**src/rtl/fetch_unit.sv**
```systemverilog
// Instruction-fetch stage: owns the PC, keeps at most one imem request in flight,
// holds a returned instruction across front-end stalls and drops stale responses after redirects.
module fetch_unit #(
    parameter logic [31:0] RESET_PC = 32'h0000_0000,
    parameter logic [31:0] NOP_INST = 32'h0000_0013
) (
    input  logic        clk,
    input  logic        rst,
    input  logic        stall_f,
    input  logic        redirect,
    input  logic [31:0] redirect_pc,
    output logic        imem_req,
    output logic [31:0] imem_addr,
    input  logic        imem_rvalid,
    input  logic [31:0] imem_rdata,
    output logic        fetch_valid,
    output logic [31:0] fetch_addr,
    output logic [31:0] fetch_inst,
    output logic        fetch_busy
);
    typedef enum logic [1:0] {ISSUE, WAIT, HOLD, DROP} state_t;

    state_t      state;
    logic [31:0] pc;
    logic [31:0] hold_buf;
    logic [31:0] target;

    assign target = {redirect_pc[31:2], 2'b00};

    always_ff @(posedge clk) begin
        if (rst) begin
            state    <= ISSUE;
            pc       <= RESET_PC;
            hold_buf <= '0;
        end else begin
            case (state)
                ISSUE: begin
                    if (redirect) pc <= target;
                    else          state <= WAIT;
                end
                WAIT: begin
                    if (redirect) begin
                        pc    <= target;
                        // A response landing with the redirect is dropped right here;
                        // otherwise it is still outstanding and must be swallowed later.
                        state <= imem_rvalid ? ISSUE : DROP;
                    end else if (imem_rvalid) begin
                        if (stall_f) begin
                            hold_buf <= imem_rdata;
                            state    <= HOLD;
                        end else begin
                            pc    <= pc + 32'd4;
                            state <= ISSUE;
                        end
                    end
                end
                HOLD: begin
                    if (redirect) begin
                        pc    <= target;
                        state <= ISSUE;
                    end else if (!stall_f) begin
                        pc    <= pc + 32'd4;
                        state <= ISSUE;
                    end
                end
                DROP: begin
                    if (redirect) pc <= target;
                    if (imem_rvalid) state <= ISSUE;
                end
                default: state <= ISSUE;
            endcase
        end
    end

    assign imem_req    = (state == ISSUE) && !redirect;
    assign imem_addr   = pc;
    assign fetch_valid = ((state == WAIT) && imem_rvalid && !redirect) ||
                         ((state == HOLD) && !redirect);
    assign fetch_addr  = pc;
    assign fetch_inst  = fetch_valid ? ((state == HOLD) ? hold_buf : imem_rdata) : NOP_INST;
    assign fetch_busy  = !fetch_valid;
endmodule

```
**config.mk**
```make
export PLATFORM = sky130hd
export DESIGN_NAME = fetch_unit
export DESIGN_NICKNAME = d
export VERILOG_FILES = /design/src/rtl/fetch_unit.sv
export SDC_FILE = /design/constraint.sdc
export NUM_CORES = 1
export LEC_CHECK = 0
export ABC_AREA = 1
export CAP_MARGIN = 10
export CORE_MARGIN = 2
export CORE_UTILIZATION = 48
export DETAILED_ROUTE_END_ITERATION = 7
export GPL_TIMING_DRIVEN = 0
export PLACE_DENSITY_LB_ADDON = 0.08
export RECOVER_POWER = 50
export SLEW_MARGIN = 5
export SYNTH_ARGS = -nofsm -noshare
export SYNTH_HDL_FRONTEND = slang
export SYNTH_SLANG_ARGS = --single-unit
```
**constraint.sdc**
```tcl
create_clock -name clk -period 3.5 [get_ports clk]
set_clock_uncertainty 0.05 [all_clocks]
set_input_delay 0.7 -clock clk [delete_from_list [all_inputs] [get_ports clk]]
set_output_delay 0.7 -clock clk [all_outputs]
set_load 0.1 [all_outputs]
```
==> flow_metrics.env <==
export IMPL_outcome="completed"
export IMPL_start_util_pct=49.09
export IMPL_setup_ws_ns=0.1341
export IMPL_grt_pass1_wl_mm=23.49
export IMPL_synth_cells=713
export IMPL_wl_per_cell_um=14.48
export IMPL_ys_types=33
export IMPL_crit_chain="inv_1 > ha_1 > buf_2 > inv_1 > a21oi_4 > inv_1 > clkbuf_2 > a21oi_2 > buf_2"
export IMPL_tritoncts="yes"
export IMPL_place_ws_ns=-0.7279
export IMPL_grt_util_all_layers_pct=29.57
export IMPL_dieArea_um2=9645
export IMPL_root_buffer="clkbuf_8"
export IMPL_grt_pass1_vias=5099
export IMPL_min_path_type="reg2reg"
export IMPL_synthTopCellsByCount="nand2_1 (214), nor2_1 (139), dfxtp_1 (64), a21oi_1 (60), o21ai_0 (52)"
export IMPL_final_layout_size_suffix_gt1_share_pct=15.92
export IMPL_clkSlewWorstSetupHoldPaths_ns=0.07
export IMPL_required_ns=2.75
export IMPL_antenna_found_initial=0
export IMPL_regArea_um2=1281
export IMPL_n_antenna_cell=0
export IMPL_crit_path_frequent_cell="inv_1"
export IMPL_worstPathMaxFanout=10
export IMPL_drt_antenna_violating_nets=0
export IMPL_nNetsFinal=963
export IMPL_finalSetupViolations=0
export IMPL_cpPeakStageDelay_ns=0.45
export IMPL_yosysMostFrequentCell="nand2_1"
export IMPL_wirelength_mm=14.48
export IMPL_coreArea_um2=8678
export IMPL_drtIter0Drc=244
export IMPL_cts_sinks=64
export IMPL_io_pins=168
export IMPL_period_share_pct=96.17
export IMPL_gr_usage_met3_pct=5.941
export IMPL_slew_violations=0
export IMPL_use_met2_pct=53.95
export IMPL_async_flop_share_pct=0
export IMPL_drv_cap=0
export IMPL_critPathCaptureType="primary output"
export IMPL_syn_cell_area_um2=4260
export IMPL_synth_top_cell_by_area="dfxtp_1"
export IMPL_area_delta_synth_final_pct=46.11
export IMPL_max_clock_freq_mhz=297.1
export IMPL_total_power_mw=4.219
export IMPL_critPathLaunchType="register"
export IMPL_path_class="reg2out"
export IMPL_grt_ovfl_total=0
export IMPL_min_period_ns=3.366
export IMPL_ir_drop_mv=0.5088
export IMPL_critPathBufInv=6
export IMPL_gp_congestion=0.9568
export IMPL_grt_busiest_layer="met2"
export IMPL_report_final_hold_viol_count=0
export IMPL_synthFlopType="dfxtp_1"
export IMPL_cts_buffers=9
export IMPL_fillCellCount=807
export IMPL_insertion_delay_ns=0.35
export IMPL_fp_dieH_um=98.21
export IMPL_place_hpwl_mm=11.02
export IMPL_relSlewSlack_pct=33.96
export IMPL_worst_pin_slew_ns=0.9875
export IMPL_clockBufferDepth=2
export IMPL_arrival_ns=2.62
export IMPL_ys_seq_area_share_pct=30.07
export IMPL_yosysTopAreaCellShare_pct=30.07
export IMPL_leakagePower_nw=2.567
export IMPL_multi_input_area_um2=2608
export IMPL_core_rowCount=34
export IMPL_first_pass_iters=5
export IMPL_power_density_nw_per_um2=677.9
export IMPL_viasPerCell=5.234
export IMPL_ys_seq_elements=64
export IMPL_dpl_cell_count=985
export IMPL_grt_max_degree=11
export IMPL_hold_buffers=0
export IMPL_die_x_um=98.21
export IMPL_avgSynthCellArea_um2=5.975
export IMPL_slowest_stage="buf_2"
export IMPL_ys_warn_count=0
export IMPL_rsz0062_at_grt="no"
export IMPL_drc=0
export IMPL_num_vias=5234
export IMPL_fin_cells=1000
export IMPL_cts_htree_levels=3
export IMPL_port_buffers=161
export IMPL_path_delay_family="buffers and inverters"
export IMPL_ys_top_cells_by_area="dfxtp_1 (30%), nand2_1 (19%), nor2_1 (12%)"
export IMPL_synth_edf_count=0
export IMPL_met1_usage_pct=34.28
[report_power, final]
group / total (mW) / switching (mW) / internal [mW]
sequential: 0.978 / 0.149 / 0.829
clock: 0.548 / 0.298 / 0.250
combinational: 2.69 / 2.04 / 0.656
total: 4.22 / 2.48 / 1.73
[metrics by stage]
step	utilization [%]	area, um^2	setup TNS (ns)	hold WS (ns)
final	71.73	6225	0	0.4696
after global placement	71.55	6210	-16.58	0.4280
after CTS	73.83	6407	0	0.4558
after floorplan	-	4463	-2.524	0.4148
after detailed placement	71.55	6210	-17.19	0.4344
after global routing	71.73	6225	0	0.4931
[registers in the layout (all words and copies together), names as in the netlist]
register    count
hold_buf       32
fetch_addr     30
state           2
[worst min-delay path: stages, from the launching register on]
cell     delay, ns
dfxtp_1       0.32
o21ai_0       0.08
nor2_1        0.08
[layer usage]
layer / up-vias / routed length (um)
li1: 2578 / -
met1: 2409 / 5766
met2: 213 / 7287
met3: 34 / 1061
met4: 0 / 361
met5: - / 0
[repair_timing]
| action | in CTS | in global routing |
|---|---|---|
| setup buffers | 0 | 0 |
| endpoints found under the hold margin | 0 | 0 |
| gates cloned | 0 | 0 |
| gates resized for setup | 101 | 64 |
| endpoints found under the setup margin | 33 | 30 |
[final timing paths]
check	start	end	slack, ns	depth (start not counted)
worst max-delay path	state[0]	fetch_inst[5]	0.13	9
worst min-delay path	hold_buf[20]	hold_buf[20]	0.47	2
worst max register to register	state[0]	fetch_addr[12]	1.07	10
worst min register to register	hold_buf[20]	hold_buf[20]	0.47	2
[final cells by class]
| type | count | share of cell area (%) |
|---|---|---|
| plain buffers | 67 | 6.714 |
| clock buffers | 11 | 2.111 |
| clock inverters | 4 | 0.3618 |
| inverters | 38 | 2.291 |
| multi-input cells | 547 | 41.89 |
| flip-flops and latches | 64 | 20.58 |
| well taps | 108 | 2.171 |
| repair buffers | 161 | 23.88 |
[cell usage in the layout (no fill, tap or decap), types with 2 or more instances in the layout]
cell type	netlist	routed
conb_1	1	4
nand3_1	33	34
nor2_2	4	3
clkbuf_8	1	10
a21oi_4	0	11
xnor2_1	2	2
nand2_1	214	215
nand3b_1	2	2
buf_4	35	35
dfxtp_1	64	64
ha_1	6	6
clkbuf_1	16	21
nand2_2	7	6
clkdlybuf4s50_1	0	114
nor2_4	4	4
inv_2	5	3
nor2_1	139	140
a21oi_2	2	20
clkbuf_2	0	2
clkinv_2	0	3
inv_1	33	35
clkdlybuf4s15_2	0	4
a31oi_1	2	2
a21oi_1	60	31
o31ai_1	3	3
dlygate4sd3_1	0	13
buf_2	13	32
o21ai_0	52	56
clkbuf_4	0	5
[logic make-up (layout without fill, tap and decap cells)]
group / count (synthesis) / count (layout) / share of synthesized area (%)
DFF: 64 / 64 / 30.07
xor gates and xnor gates: 2 / 2 / 0.4112
and+or+nand+nor: 408 / 408 / 38.88
other: 1 / 4 / 0.08802
buffers and inverters: 105 / 281 / 13.25
adders and majority gates: 6 / 6 / 1.762
AOI/OAI and AO/OA: 127 / 127 / 15.54
Power figures use the tool's default switching activity.
